==> config.mk <==
export PLATFORM = sky130hd
export DESIGN_NAME = piso_serializer_flat
export DESIGN_NICKNAME = d
export VERILOG_FILES = /design/src/rtl/piso_serializer_if.sv /design/src/rtl/piso_serializer.sv /design/src/flat_wrapper.sv
export SDC_FILE = /design/constraint.sdc
export NUM_CORES = 1
export LEC_CHECK = 0
export ABC_AREA = 1
export BUFFER_PORTS_ARGS = -buffer_cell sky130_fd_sc_hd__buf_2
export CAP_MARGIN = 20
export CELL_PAD_IN_SITES_DETAIL_PLACEMENT = 1
export CELL_PAD_IN_SITES_GLOBAL_PLACEMENT = 1
export CORE_MARGIN = 8
export CORE_UTILIZATION = 36
export DETAILED_ROUTE_END_ITERATION = 10
export PLACE_DENSITY = 0.85
export REMOVE_ABC_BUFFERS = 1
export SETUP_SLACK_MARGIN = 0.4
export SYNTH_ARGS = -nofsm -noshare
export SYNTH_HDL_FRONTEND = slang
export SYNTH_SLANG_ARGS = --single-unit
==> constraint.sdc <==
create_clock -name clk -period 1.9 [get_ports clk]
set_input_delay 0.38 -clock clk [delete_from_list [all_inputs] [get_ports clk]]
set_output_delay 0.38 -clock clk [all_outputs]
set_load 0.005 [all_outputs]
==> src/rtl/piso_serializer_if.sv <==
// Handshake/bus bundle for piso_serializer.
//   master : drives start, data_in, shift_en; observes serial_out, busy, done
//   slave  : the serializer itself
// Signals:
//   start      load request (acted on only when the serializer is idle)
//   data_in    WORD_LENGTH-bit word, sampled on an accepted start
//   shift_en   bit strobe, advances to the next bit
//   serial_out current serial bit
//   busy       high while a word (and parity bit, if built) is on the line
//   done       one-cycle pulse after the last bit
interface piso_serializer_if #(
    parameter int WORD_LENGTH = 8
);
    logic                   start;
    logic [WORD_LENGTH-1:0] data_in;
    logic                   shift_en;
    logic                   serial_out;
    logic                   busy;
    logic                   done;

    modport master (
        output start, data_in, shift_en,
        input  serial_out, busy, done
    );

    modport slave (
        input  start, data_in, shift_en,
        output serial_out, busy, done
    );
endinterface

==> src/rtl/piso_serializer.sv <==
// piso_serializer: parallel-in / serial-out transmitter.
// Captures a WORD_LENGTH-bit word on start (only while idle) and shifts it
// out one bit per shift_en strobe, reporting busy and a one-cycle done pulse.
//
// Ports:
//   clk    rising-edge clock
//   reset  asynchronous, active-low reset
//   bus    piso_serializer_if.slave (start, data_in, shift_en in;
//          serial_out, busy, done out)
//
// Parameters:
//   WORD_LENGTH  bits per word (>= 2)
//   LSB_FIRST    1: data_in[0] goes first; 0: data_in[WORD_LENGTH-1] first
//
// Build option:
//   PARITY_SER_EN  when defined, an even-parity bit (^word) follows the
//                  last data bit as one extra bit time before done.
//
// All outputs are decoded from the state register and shift register only,
// so there is no combinational path from any input to any output.
module piso_serializer #(
    parameter int WORD_LENGTH = 8,
    parameter bit LSB_FIRST   = 1'b1
) (
    input  logic               clk,
    input  logic               reset,
    piso_serializer_if.slave   bus
);

    localparam int CNT_W = (WORD_LENGTH > 1) ? $clog2(WORD_LENGTH) : 1;
    localparam logic [CNT_W-1:0] LAST_BIT = CNT_W'(WORD_LENGTH - 1);

`ifdef PARITY_SER_EN
    typedef enum logic [1:0] {IDLE, SHIFT, PARITY, DONE} state_t;
`else
    typedef enum logic [1:0] {IDLE, SHIFT, DONE} state_t;
`endif

    state_t                 state, state_next;
    logic [WORD_LENGTH-1:0] shreg, shreg_next;
    logic [CNT_W-1:0]       count, count_next;
    logic                   serial_out, busy, done;
`ifdef PARITY_SER_EN
    // Parity is taken from the word at capture time, because the shift
    // register loses bits as it empties.
    logic                   parity, parity_next;
`endif

    // Bit currently presented at the output end of the shift register.
    logic                   head_bit;
    logic [WORD_LENGTH-1:0] shreg_shifted;

    assign head_bit      = LSB_FIRST ? shreg[0] : shreg[WORD_LENGTH-1];
    assign shreg_shifted = LSB_FIRST ? {1'b0, shreg[WORD_LENGTH-1:1]}
                                     : {shreg[WORD_LENGTH-2:0], 1'b0};

    always_ff @(posedge clk or negedge reset) begin
        if (!reset) begin
            state  <= IDLE;
            shreg  <= '0;
            count  <= '0;
`ifdef PARITY_SER_EN
            parity <= 1'b0;
`endif
        end else begin
            state  <= state_next;
            shreg  <= shreg_next;
            count  <= count_next;
`ifdef PARITY_SER_EN
            parity <= parity_next;
`endif
        end
    end

    always_comb begin
        state_next  = state;
        shreg_next  = shreg;
        count_next  = count;
        serial_out  = 1'b0;
        busy        = 1'b0;
        done        = 1'b0;
`ifdef PARITY_SER_EN
        parity_next = parity;
`endif

        case (state)
            IDLE: begin
                if (bus.start) begin
                    shreg_next  = bus.data_in;
                    count_next  = '0;
`ifdef PARITY_SER_EN
                    parity_next = ^bus.data_in;
`endif
                    state_next  = SHIFT;
                end
            end

            SHIFT: begin
                busy       = 1'b1;
                serial_out = head_bit;
                if (bus.shift_en) begin
                    if (count == LAST_BIT) begin
`ifdef PARITY_SER_EN
                        state_next = PARITY;
`else
                        state_next = DONE;
`endif
                    end else begin
                        shreg_next = shreg_shifted;
                        count_next = count + CNT_W'(1);
                    end
                end
            end

`ifdef PARITY_SER_EN
            PARITY: begin
                busy       = 1'b1;
                serial_out = parity;
                if (bus.shift_en) begin
                    state_next = DONE;
                end
            end
`endif

            DONE: begin
                done       = 1'b1;
                state_next = IDLE;
            end

            default: begin
                state_next = IDLE;
            end
        endcase
    end

    assign bus.serial_out = serial_out;
    assign bus.busy       = busy;
    assign bus.done       = done;

endmodule

==> src/flat_wrapper.sv <==
// flat-port wrapper written by rule: the top's interface ports become plain ports
module piso_serializer_flat 
#(
    parameter int WORD_LENGTH = 8,
    parameter bit LSB_FIRST   = 1'b1
)
  (clk, reset, bus_start, bus_data_in, bus_shift_en, bus_serial_out, bus_busy, bus_done);
  piso_serializer_if #(.WORD_LENGTH(WORD_LENGTH)) bus_i ();
  input  logic clk;
  input  logic reset;
  input wire logic [$bits(bus_i.start)-1:0] bus_start;
  input wire logic [$bits(bus_i.data_in)-1:0] bus_data_in;
  input wire logic [$bits(bus_i.shift_en)-1:0] bus_shift_en;
  output wire logic [$bits(bus_i.serial_out)-1:0] bus_serial_out;
  output wire logic [$bits(bus_i.busy)-1:0] bus_busy;
  output wire logic [$bits(bus_i.done)-1:0] bus_done;
  assign bus_i.start = bus_start;
  assign bus_i.data_in = bus_data_in;
  assign bus_i.shift_en = bus_shift_en;
  assign bus_serial_out = bus_i.serial_out;
  assign bus_busy = bus_i.busy;
  assign bus_done = bus_i.done;
  piso_serializer #(.WORD_LENGTH(WORD_LENGTH), .LSB_FIRST(LSB_FIRST)) u_core (.clk(clk), .reset(reset), .bus(bus_i));
endmodule
==> impl_metrics.csv, run 1 <==
group,metric,value,unit
worst_setup_path,endpoint_kind,"output pin",
sta,slew_headroom,0.7879,
worst_setup_path,r2r_cells,8,
drt,drt_wl_total,2100,µm
power,total_power,1.180,mW
drt,wl_met2,1061,µm
yosys,synthCells,100,
worst_setup_path,reg2reg_slack,0.42,ns
drt,first_pass_iters,4,
worst_setup_path,crit_path_max_fanout,2,
yosys,ys_types,12,
sta,fin_crit_sh,0.7840,
grt,grt_pass1_wl,3512,µm
drt,met1_length,907,µm
worst_hold_path,holdPathStages,5,
power,ir_worst_vdd,0.0006213,V
cts,cts-root-buf,"clkbuf_4",
drt,vias_per_cell,4.706,
cts,clkLatencyLatePin,0.27,ns
worst_hold_path,worstHoldStart,"bus_data_in[1]",
sta,final-hold-violation-count,0,
sta,period_needed,1.490,ns
yosys,yosys_register_bits,13,
cells_and_area,n_antenna_cell,0,
grt,grt_max_degree,14,
power,powerDensity,1224,nW/µm²
floorplanning,core.rowCount,16,
power,p_leak,0.5664,nW
sta,setup_ws,0.4105,ns
sta,tightest_slew,0.3182,ns
status,status,"complete, no violations",
drt,vias,720,
sta,timing.hold.ws,0.3918,ns
run,maxCapViolations,0,
yosys,synth_largest_area_cell,"dfrtp_1",
sta,grt_setup_unrepaired,"yes",
cts,h-tree-depth,1,
sta,finalSetupViolations,0,
grt,overflow,0,
grt,antenna_found_initial,0,
floorplanning,die_width,60.20,µm
floorplanning,ios,15,
worst_hold_path,hold_path_end,"u_core.shreg[1]",
drt,route.detailed.drc,0,
cells_and_area,syn2layout_area_growth,37.19,%
yosys,avgSynthCellArea,7.032,µm²
worst_setup_path,crit_chain,"nor2_4 -> inv_4 -> nor2_2 -> buf_2",
worst_setup_path,cp.arrival,1.11,ns
cells_and_area,final_nets,141,
floorplanning,start_util,0.3697,
cells_and_area,final_cell_area,964.7,µm²
placed_design,dp.cells,139,
placed_design,placedInstanceArea,787.0,µm²
cts,cts_buffers,3,
worst_setup_path,crit_path_start,"u_core.state[1]",
worst_setup_path,critPathSlowestCell,"dfrtp_1",
floorplanning,die_y,60.20,µm
floorplanning,core_area,1902,µm²
drt,wl_per_cell,13.73,µm
cells_and_area,layout.cells.non_filler,153,
drt,ant_nets,0,
placed_design,place_congestion,0.7348,
drt,highest_layer,"met4",
cts,ctsLongestPathBuffers,2,
grt,track_usage,0.1275,
worst_setup_path,worstReg2RegStart,"u_core.state[1]",
yosys,synth_top_area_share,0.4626,
worst_setup_path,slowest_delay,0.45,ns
cts,clkTransAtPathRegs,0.08,ns
sta,fin_setup_tns,0,ns
cells_and_area,n_fill_cell,245,
grt,grt_pass1_vias,813,
yosys,yosysWarningCount,0,
floorplanning,die_area,3623,µm²
worst_setup_path,critical_path_class,"flip-flop to output pin",
drt,wl_met3,81,µm
cells_and_area,drive_gt1_frac,0.3095,
worst_setup_path,crit_required,1.52,ns
yosys,synth-seq-area-share,0.4626,
sta,worst_clock_skew,0.001534,ns
worst_hold_path,hold_path.class,"input port to flip-flop",
placed_design,portBuffers,14,
yosys,syn_area,703.2,µm²
cts,cts_sinks,13,
sta,drv_slew,0,
placed_design,hpwl,1281,µm
cts,cts_tree,"yes",
worst_setup_path,r2r-end,"u_core.shreg[5]",
cells_and_area,utilization,0.5072,
drt,dr.first_iter.drc_count,4,
placed_design,pre_cts_ws,0.1611,ns
worst_setup_path,start_kind,"flip-flop",
sta,fmax,0.6713,GHz
yosys,synth_area_leaders,"dfrtp_1 (46%), nand2_1 (31%), inv_1 (5.3%)",
critical path: cells and delay by family (launching register included):
family | cells | cell delay [ns]
buf+inv | 2 | 0.15
simple gates | 2 | 0.24
flops | 1 | 0.45
flip-flops by register name (all words and copies together), names as in the netlist:
register,cells
u_core.shreg,8
u_core.count,3
u_core.state,2
kinds of logic (layout without fill, tap and decap cells):
kind of cell             count (synthesis)  after routing  synth area share
AND/OR/NAND/NOR                         70             71            0.3915
buffers and inverters                   14             39            0.1032
flip-flops                              13             13            0.4626
adder cells (fa/ha/maj)                  2              2           0.03558
AO/OA/AOI/OAI                            1              1          0.007111
placed cells by master (no fill, tap or decap):
master | netlist | layout
dlygate4sd3_1 | 0 | 1
clkbuf_4 | 0 | 3
buf_4 | 1 | 6
nand3_4 | 0 | 2
inv_4 | 0 | 1
clkbuf_1 | 0 | 1
nor2_4 | 0 | 1
buf_2 | 1 | 14
nand2_1 | 58 | 58
buf_6 | 2 | 4
ha_4 | 0 | 1
nor2_2 | 2 | 2
nor2_1 | 8 | 7
inv_1 | 10 | 7
dfrtp_1 | 13 | 13
a21oi_4 | 0 | 1
ha_2 | 0 | 1
inv_2 | 0 | 2
nand3_2 | 1 | 1
final cells by class:
class,instances,area (µm²),area share
Sequential cell,13,325.3,0.3372
Timing Repair Buffer,25,170.2,0.1764
Inverter,10,40.04,0.04150
Tap cell,27,33.78,0.03502
Clock buffer,4,26.28,0.02724
Multi-Input combinational cell,74,369.1,0.3826
worst max path at each step:
stage | to | slack (ns) | cells after the start
after floorplan | u_core.count[0] | 0.44 | 6
after detailed placement | u_core.shreg[5] | 0.16 | 6
after global routing | bus_serial_out | 0.33 | 4
after CTS | u_core.shreg[5] | 0.40 | 7
final | bus_serial_out | 0.41 | 4
after global placement | u_core.shreg[2] | 0.27 | 6
routing by layer:
layer / up-vias / global-route usage
met5: - / 0
met4: 0 / 0.03741
met3: 4 / 0.04301
met2: 18 / 0.2317
met1: 344 / 0.1332
li1: 354 / -
where the power goes:
part | internal (mW) | total (mW) | switching, mW | leakage, nW
clock | 0.0814 | 0.176 | 0.0945 | 0.0150
sequential | 0.381 | 0.448 | 0.0667 | 0.166
combinational | 0.241 | 0.556 | 0.316 | 0.385
synthesized netlist by cell type:
| cell | count |
|---|---|
| a21oi_1 | 1 |
| buf_2 | 1 |
| buf_4 | 1 |
| buf_6 | 2 |
| dfrtp_1 | 13 |
| ha_1 | 2 |
| inv_1 | 10 |
| nand2_1 | 58 |
| nand3_1 | 1 |
| nand3_2 | 1 |
| nor2_1 | 8 |
| nor2_2 | 2 |
repair_timing:
item / CTS / global route
gates cloned: 1 / 1
setup buffers: 5 / 2
resized for setup: 10 / 10
endpoints found under the setup margin: 14 / 13
hold buffers: 1 / 0
endpoints found under the hold margin: 13 / 0
pin swaps: 3 / 4
(Power assumes the default switching activity.)
==> run 2, diff against run 1 <==
Settings changed: CORE_UTILIZATION 36 to 32, PLACE_DENSITY 0.85 to 0.81.
Clock period 1.9 ns to 1.3 ns, I/O delays scaled along.
==> run 2 against run 1 <==
Compared with the run above:
- the run now ends with setup timing left
- via count rose by 3.3%
- cell count up 3.9%
- total power grew 71%
- register-to-register slack worse by 0.57 ns
- sequential share of layout area fell by 3.2 points
- critical endpoint is now u_core.shreg[0]
- largest power group unchanged
- highest routed layer unchanged
==> impl_metrics.csv, run 2 (same netlist as run 1, synthesis figures left out) <==
group,metric,value,unit
cells_and_area,largest-register,"u_core.shreg",
worst_setup_path,cp.arrival,1.68,ns
cts,cts-root-buf,"clkbuf_4",
cts,clkTransAtPathRegs,0.09,ns
grt,grt_pass1_vias,824,
cts,ctsLongestPathBuffers,2,
drt,dr.first_iter.drc_count,19,
floorplanning,core_area,2148,µm²
cells_and_area,n_fill_cell,286,
cells_and_area,drive_gt1_frac,0.4656,
floorplanning,die_y,62.88,µm
sta,slew_headroom,0.7901,
sta,worst_clock_skew,0.002512,ns
cells_and_area,utilization,0.4974,
cells_and_area,syn2layout_area_growth,51.96,%
placed_design,place_congestion,0.7347,
floorplanning,core.rowCount,17,
drt,vias_per_cell,4.679,
cts,cts_sinks,13,
power,powerDensity,1892,nW/µm²
floorplanning,die_area,3953,µm²
sta,grt_setup_unrepaired,"yes",
grt,overflow,0,
drt,first_pass_iters,4,
cells_and_area,n_antenna_cell,0,
worst_hold_path,hold_path.class,"input port to flip-flop",
drt,ant_nets,0,
placed_design,portBuffers,14,
worst_setup_path,critical_path_class,"flip-flop to flip-flop",
placed_design,dp.cells,145,
cells_and_area,final_nets,146,
floorplanning,start_util,0.3273,
status,status,"finished, violations left",
sta,finalSetupViolations,14,
placed_design,hpwl,1478,µm
grt,antenna_found_initial,0,
sta,fin_crit_sh,1.117,
sta,drv_slew,0,
drt,vias,744,
sta,setup_ws,-0.1522,ns
floorplanning,die_width,62.88,µm
sta,period_needed,1.452,ns
cells_and_area,final_common_cell,"nand2_1",
drt,wl_per_cell,15.42,µm
worst_setup_path,crit_required,1.52,ns
grt,track_usage,0.1267,
cts,cts_tree,"yes",
cells_and_area,final_cell_mix,"nand2_1 (43), nand2_2 (14), buf_2 (13)",
cts,clkLatencyLatePin,0.28,ns
worst_setup_path,start_kind,"flip-flop",
sta,fmax,0.6886,GHz
worst_setup_path,crit_path_max_fanout,6,
sta,fin_setup_tns,-1.454,ns
cells_and_area,layout.cells.non_filler,159,
grt,grt_max_degree,14,
sta,final-hold-violation-count,0,
worst_setup_path,endpoint_kind,"flip-flop",
power,ir_worst_vdd,0.0006234,V
run,maxCapViolations,0,
drt,route.detailed.drc,0,
power,p_leak,0.6083,nW
floorplanning,ios,15,
grt,grt_pass1_wl,3974,µm
cts,cts_buffers,3,
cts,h-tree-depth,1,
cells_and_area,largest_reg_flops,8,
cells_and_area,largestRegisters,"u_core.shreg (8), u_core.count (3), u_core.state (2)",
sta,tightest_slew,0.3149,ns
drt,drt_wl_total,2452,µm
status,violations,"setup timing",
run 2: worst max-delay path, stage by stage, from the launching register on:
cell     delay, ns
dfrtp_1       0.41
ha_2          0.20
ha_4          0.17
a21oi_4       0.15
inv_2         0.07
nor2_4        0.12
buf_6         0.14
nand2_1       0.07
nand2_1       0.07
run 2: metal layers:
layer	wire length, µm	track usage
met5	0	0
met4	86	0.07692
met3	63	0.01971
met2	1370	0.2394
met1	932	0.1250
run 2: timing repair:
| item | in CTS | in global routing |
|---|---|---|
| hold buffers | 1 | 0 |
| setup endpoints to repair | 16 | 16 |
| setup buffers | 6 | 2 |
| gates cloned | 1 | 0 |
| pin swaps | 6 | 2 |
| hold endpoints to repair | 13 | 0 |
| resized for setup | 23 | 18 |
run 2: through the flow:
stage	setup WS (ns)	hold WS [ns]	area (µm²)	power, mW
2_1_floorplan	-0.1587	-0.03559	668.1	1.058
3_3_place_gp	-0.1115	0.1664	825.8	1.323
3_5_place_dp	-0.2308	0.1741	825.8	1.391
4_1_cts	-0.1283	0.2633	1006	1.890
5_1_grt	-0.2049	0.2862	1069	2.197
6_report	-0.1522	0.2816	1069	2.021
run 2: cell type report:
class / count / area (µm²) / area share
multi-input combinational: 73 / 391.6 / 0.3665
timing repair buffer: 31 / 249.0 / 0.2330
tap: 28 / 35.03 / 0.03279
inverter: 10 / 40.04 / 0.03747
clock buffer: 4 / 26.28 / 0.02459
sequential: 13 / 326.6 / 0.3056
run 2: power by group:
part | internal, mW | switching (mW)
combinational | 0.514 | 0.576
sequential | 0.560 | 0.111
clock | 0.119 | 0.142
total | 1.19 | 0.829
run 2: path summary, 6_finish.rpt:
| check | startpoint | to | slack (ns) | depth (start not counted) |
|---|---|---|---|---|
| min in group asynchronous | reset | u_core.shreg[0] | 0.39 | 2 |
| min reg2reg | u_core.shreg[3] | u_core.shreg[3] | 0.50 | 2 |
| min | bus_data_in[3] | u_core.shreg[3] | 0.28 | 5 |
| max in group asynchronous | reset | u_core.state[0] | 0.65 | 2 |
| max reg2reg | u_core.count[1] | u_core.shreg[0] | -0.15 | 8 |
| max | u_core.count[1] | u_core.shreg[0] | -0.15 | 8 |
